## src/rtl/exe_stage.sv

```systemverilog
// Execute stage: latches the ID operand bundle, runs the one-hot ALU and offers the result to MEM.
// Optional forwarding port enabled by defining EXE_FWD_EN; otherwise the exe_fwd_* ports are tied to 0.
module alu (
   input  logic [12:0] alu_control,
   input  logic [31:0] alu_src1,
   input  logic [31:0] alu_src2,
   output logic [31:0] alu_result
);
   logic [4:0] sa_s;
   assign sa_s = alu_src1[4:0];

   // Priority chain: the highest set control bit selects the operation; no bits set yields zero.
   always_comb begin
      alu_result = 32'd0;
      if (alu_control[12]) begin
         alu_result = ~(alu_src1 & alu_src2);
      end else if (alu_control[11]) begin
         alu_result = alu_src1 + alu_src2;
      end else if (alu_control[10]) begin
         alu_result = alu_src1 - alu_src2;
      end else if (alu_control[9]) begin
         alu_result = {31'd0, ($signed(alu_src1) < $signed(alu_src2))};
      end else if (alu_control[8]) begin
         alu_result = {31'd0, (alu_src1 < alu_src2)};
      end else if (alu_control[7]) begin
         alu_result = alu_src1 & alu_src2;
      end else if (alu_control[6]) begin
         alu_result = ~(alu_src1 | alu_src2);
      end else if (alu_control[5]) begin
         alu_result = alu_src1 | alu_src2;
      end else if (alu_control[4]) begin
         alu_result = alu_src1 ^ alu_src2;
      end else if (alu_control[3]) begin
         alu_result = alu_src2 << sa_s;
      end else if (alu_control[2]) begin
         alu_result = alu_src2 >> sa_s;
      end else if (alu_control[1]) begin
         alu_result = $unsigned($signed(alu_src2) >>> sa_s);
      end else if (alu_control[0]) begin
         alu_result = {alu_src2[15:0], 16'd0};
      end else begin
         alu_result = 32'd0;
      end
   end
endmodule

module exe_stage #(
   parameter int DEST_W = 5
) (
   input  logic              clk,
   input  logic              rst,
   input  logic              id_to_exe_valid,
   output logic              exe_allowin,
   input  logic [12:0]       id_alu_control,
   input  logic [31:0]       id_alu_src1,
   input  logic [31:0]       id_alu_src2,
   input  logic [DEST_W-1:0] id_dest,
   input  logic [31:0]       id_pc,
   input  logic              exe_flush,
   input  logic              mem_allowin,
   output logic              exe_to_mem_valid,
   output logic [31:0]       exe_result,
   output logic [DEST_W-1:0] exe_dest,
   output logic [31:0]       exe_pc,
   output logic              exe_fwd_valid,
   output logic [DEST_W-1:0] exe_fwd_dest,
   output logic [31:0]       exe_fwd_data,
   output logic [31:0]       exe_retire_cnt
);
   logic              exe_valid_r;
   logic [12:0]       ctrl_r;
   logic [31:0]       src1_r;
   logic [31:0]       src2_r;
   logic [DEST_W-1:0] dest_r;
   logic [31:0]       pc_r;
   logic [31:0]       retire_cnt_r;
   logic              allowin_s;
   logic              accept_s;
   logic              handoff_s;
   logic [31:0]       result_s;

   // Every op finishes in one cycle, so the stage frees up whenever MEM takes the bundle.
   assign allowin_s = !exe_valid_r || mem_allowin;
   assign accept_s  = id_to_exe_valid && allowin_s;
   assign handoff_s = exe_valid_r && mem_allowin;

   // Stage occupancy; flush wins over a same-cycle accept.
   always_ff @(posedge clk) begin
      if (rst) begin
         exe_valid_r <= 1'b0;
      end else if (exe_flush) begin
         exe_valid_r <= 1'b0;
      end else if (allowin_s) begin
         exe_valid_r <= id_to_exe_valid;
      end
   end

   // Bundle registers load only on an accepted handshake and hold while stalled.
   always_ff @(posedge clk) begin
      if (rst) begin
         ctrl_r <= 13'd0;
         src1_r <= 32'd0;
         src2_r <= 32'd0;
         dest_r <= {DEST_W{1'b0}};
         pc_r   <= 32'd0;
      end else if (accept_s) begin
         ctrl_r <= id_alu_control;
         src1_r <= id_alu_src1;
         src2_r <= id_alu_src2;
         dest_r <= id_dest;
         pc_r   <= id_pc;
      end
   end

   // Counts bundles MEM actually took, including one flushed in the same cycle.
   always_ff @(posedge clk) begin
      if (rst) begin
         retire_cnt_r <= 32'd0;
      end else if (handoff_s) begin
         retire_cnt_r <= retire_cnt_r + 32'd1;
      end
   end

   alu u_alu (
      .alu_control (ctrl_r),
      .alu_src1    (src1_r),
      .alu_src2    (src2_r),
      .alu_result  (result_s)
   );

   assign exe_allowin      = allowin_s;
   assign exe_to_mem_valid = exe_valid_r;
   assign exe_result       = result_s;
   assign exe_dest         = dest_r;
   assign exe_pc           = pc_r;
   assign exe_retire_cnt   = retire_cnt_r;

`ifdef EXE_FWD_EN
   assign exe_fwd_valid = exe_valid_r && (dest_r != {DEST_W{1'b0}});
   assign exe_fwd_dest  = dest_r;
   assign exe_fwd_data  = result_s;
`else
   assign exe_fwd_valid = 1'b0;
   assign exe_fwd_dest  = {DEST_W{1'b0}};
   assign exe_fwd_data  = 32'd0;
`endif
endmodule

```

## config.mk

```make
export PLATFORM = sky130hd
export DESIGN_NAME = exe_stage
export DESIGN_NICKNAME = d
export VERILOG_FILES = /design/src/rtl/exe_stage.sv
export SDC_FILE = /design/constraint.sdc
export NUM_CORES = 1
export LEC_CHECK = 0
export CORE_MARGIN = 5
export CORE_UTILIZATION = 30
export DETAILED_ROUTE_END_ITERATION = 12
export PLACE_DENSITY = 0.58
export REMOVE_ABC_BUFFERS = 1
export SLEW_MARGIN = 10
export SYNTH_ARGS = -nofsm -noshare
export SYNTH_HDL_FRONTEND = slang
export SYNTH_HIERARCHICAL = 1
export SYNTH_SLANG_ARGS = --single-unit
```

## constraint.sdc

```tcl
create_clock -name clk -period 11.9 [get_ports clk]
set_input_delay 1.19 -clock clk [delete_from_list [all_inputs] [get_ports clk]]
set_output_delay 1.19 -clock clk [all_outputs]
set_load 0.03 [all_outputs]
```

==> summary.txt <==
STA
  – Hold WS: 453.4 ps
  – Total negative slack: 0 ps
  – Fmax: 145.1 MHz
  – Tmin final: 6892 ps
  – Slew HR: approximately a third
  – Final Skew: ~21 ps
  – RSZ-0062 raised after global routing: no
  – # setup viols final: 0
  – Final period util: around 58%
  – Slew Limit Fails: 0
  – Worst Max-Slew Pin Slew: between 900 and 1000 ps
  – Final hold vios: 0

Die
  – Die width: 243.4 um
  – I/O pin total: 260
  – Rows: between 80 and 90
  – Area of the core: 0.05392 sq mm
  – Starting Density: around 30%
  – Die Span Y: between 200 and 250 um
  – Die ar.: between 0.05 and 0.06 sq mm

Layout
  – # fillers: 5680
  – Fraction of layout cells with a size suffix above 1: 7.987%
  – Area grow syn2layout: 18.51%
  – Commonest non-fill, non-tap cell in the layout: nand2_1
  – FF/Latch Area: between 0.002 and 0.003 sq mm
  – Fin nets: 2584
  – Most frequent cells in the layout: nand2_1 (392), a21oi_1 (294), clkdlybuf4s50_1 (220)
  – Area occupied by multi-input gates: 0.01195 sq mm

Worst hold path
  – Worst hold path type: reg -> reg

Global routing
  – Met1 usage: 33.34%
  – M2 GR Usage: around 39%
  – Remaining global-route overflow: 0
  – Vias in the first global route: around 17000
  – Routing usage on met3: 5.557%
  – Grt peak-use layer: met2
  – Total track usage: roughly a quarter
  – First-pass GRT wire length: about 110 mm
  – Initial antenna violation count: 1
  – Largest net degree at the start of global routing: slightly below 90

Setup path
  – Worst setup SP type: register
  – Worst Path Arrival: around 5700 ps
  – Crit path max fanout: 42
  – Setup CP Type: reg -> out
  – CP endpoint kind: primary output
  – Worst EP required: between 10000 and 15000 ps

Synth
  – Synth Area in Compound Gates: a little over a quarter
  – Sequential area share after synthesis: ~18%
  – Ys Warns: 6
  – Synthesized instance count: approximately 2300
  – Xor and xnor fraction of the mapped netlist area: under 10%
  – Simple-Gate Fraction of Synth Area: around 22%
  – Post-synthesis mux area share: around an eighth
  – Ys async rst share: 0%
  – Adder-cell share of the synthesized area: 7.669%
  – Unique masters post-synth: roughly 100
  – Yosys reg bits: ~150
  – Avg Inst Size Synth: around 7.2 sq um
  – Number of flops mapped to enable cells by yosys: 0
  – Largest family of logic cells by synthesized area: compound AO/OA/AOI/OAI gates
  – Syn Std Cell Area: ~0.016 sq mm
  – Post-synth top flop: dfxtp_1

Placement
  – DPL Wire Length: around 57 mm
  – Port Buffers: approximately 220
  – Routability cong.: 1.045

Clock tree
  – Clock Tree Buf Depth: 2
  – H-tree Lvls: 4
  – Clock transition at the registers of the reported paths: around 70 ps
  – Post-CTS sizing: 0
  – Worst skew pair latency: roughly 500 ps
  – Post-CTS setup buffer count: 0
  – CTS Hold Bufs: 0
  – Num CTS Buffers: 17
  – CTS tree: done
  – TritonCTS sink count: roughly 150
  – Clk root buf: clkbuf_16

Route
  – Antenna viol nets, final: 0
  – Number of remaining DRC errors: 0
  – Drt initial violations: 2137
  – DR vias: 18310
  – Routed wire per std cell: 25.11 um
  – WL final: 77.24 mm
  – Drt via density: approximately 6.0
  – First-pass DRT Iterations: 6

Power
  – Power density over the cells: about 100 mW/mm^2
  – Max IR drop VDD: between 0.1 and 0.15 mV
  – Pleak: ~7 nW

Status
  – Status: finished clean

Run
  – Max-Cap Viols: 0
## worst paths after layout
kind | startpoint | end | slack [ps] | cells past startpoint
setup / recovery | src1_r[0] | exe_result[28] | 5010 | 15
hold / removal | exe_pc[31] | exe_pc[31] | 450 | 2
setup reg to reg | exe_to_mem_valid | src1_r[1] | 9620 | 5
hold reg to reg | exe_pc[31] | exe_pc[31] | 450 | 2
## layer usage
| metal | wire [um] | vias up |
|---|---|---|
| met3 | 6640 | 143 |
| met4 | 2831 | 2 |
| met5 | 12 | - |
| met2 | 34830 | 965 |
| met1 | 32920 | 8928 |
| li1 | - | 8274 |
## final cells by class
type                    count  share of cell area, %
flip-flops and latches    147                  15.24
repair buffers            263                  13.03
multi-input cells        1822                  61.68
well taps                 696                  4.495
clock inverters            13                 0.9623
inverters                 115                  2.241
clock buffers              19                  2.338
diodes                      1                0.01292
## flip-flops by register name, indices dropped and copies added (netlist names)
register          cells
exe_pc               32
exe_dest              5
exe_to_mem_valid      1
src1_r               32
exe_retire_cnt       32
ctrl_r               13
src2_r               32
## cell usage after synthesis, drive strengths merged (12+ instances only)
cell type	instances	share of area, %
a211oi	42	2.0
a21oi	295	9.1
a221oi	31	1.9
a31oi	30	1.2
and3	13	0.50
buf	117	4.9
clkbuf	101	2.3
dfxtp	147	18
ha	97	7.4
inv	112	2.6
mux2	23	1.6
mux2i	63	4.0
mux4	48	6.6
nand2	393	9.0
nand2b	19	0.73
nand3	43	1.3
nand4	19	0.82
nor2	179	4.1
nor2b	20	0.77
nor3	47	1.6
o211ai	23	1.1
o21ai	106	3.3
o221ai	12	0.64
o22ai	15	0.61
o31ai	21	0.99
or3	17	0.65
xnor2	43	2.3
## critical path, stage by stage, from the launching register on
cell and delay (ps):
dfxtp_2 320, buf_4 310, buf_4 570, inv_4 330
ha_1 450, fa_1 480, o21bai_1 200, nand2_1 120
a21oi_1 270, nor3_4 120, o311ai_2 360, a41oi_2 220
o31a_1 330, mux2i_1 150, nor4_2 240, clkdlybuf4s50_1 710
## power breakdown
| part | leakage, nW | internal, mW | switching, mW |
|---|---|---|---|
| clock network | 0.312 | 0.349 | 0.268 |
| logic | 5.57 | 0.313 | 0.545 |
| registers | 1.21 | 0.514 | 0.0408 |
## logic make-up (layout without fill, tap and decap cells)
group | after synthesis | count (layout)
AOI/OAI and AO/OA | 696 | 696
xor gates and xnor gates | 54 | 54
adders and majority gates | 99 | 99
buffers and inverters | 333 | 410
DFF | 147 | 147
muxes | 134 | 134
other | 1 | 39
and+or+nand+nor | 801 | 801
## stage by stage
stage / utilization [%] / cells / worst slack [ps] / power (mW) / area [sq um]
floorplan: - / 2084 / 4767 / 1.072 / 15310
global placement: 34.74 / 3043 / 5572 / 1.400 / 18730
detailed placement: 34.74 / 3043 / 5596 / 1.400 / 18730
CTS: 35.92 / 3075 / 5014 / 2.032 / 19370
global route: 35.92 / 3075 / 4662 / 2.119 / 19370
finish: 35.93 / 3076 / 5008 / 2.030 / 19370
Power figures use the tool's default switching activity.
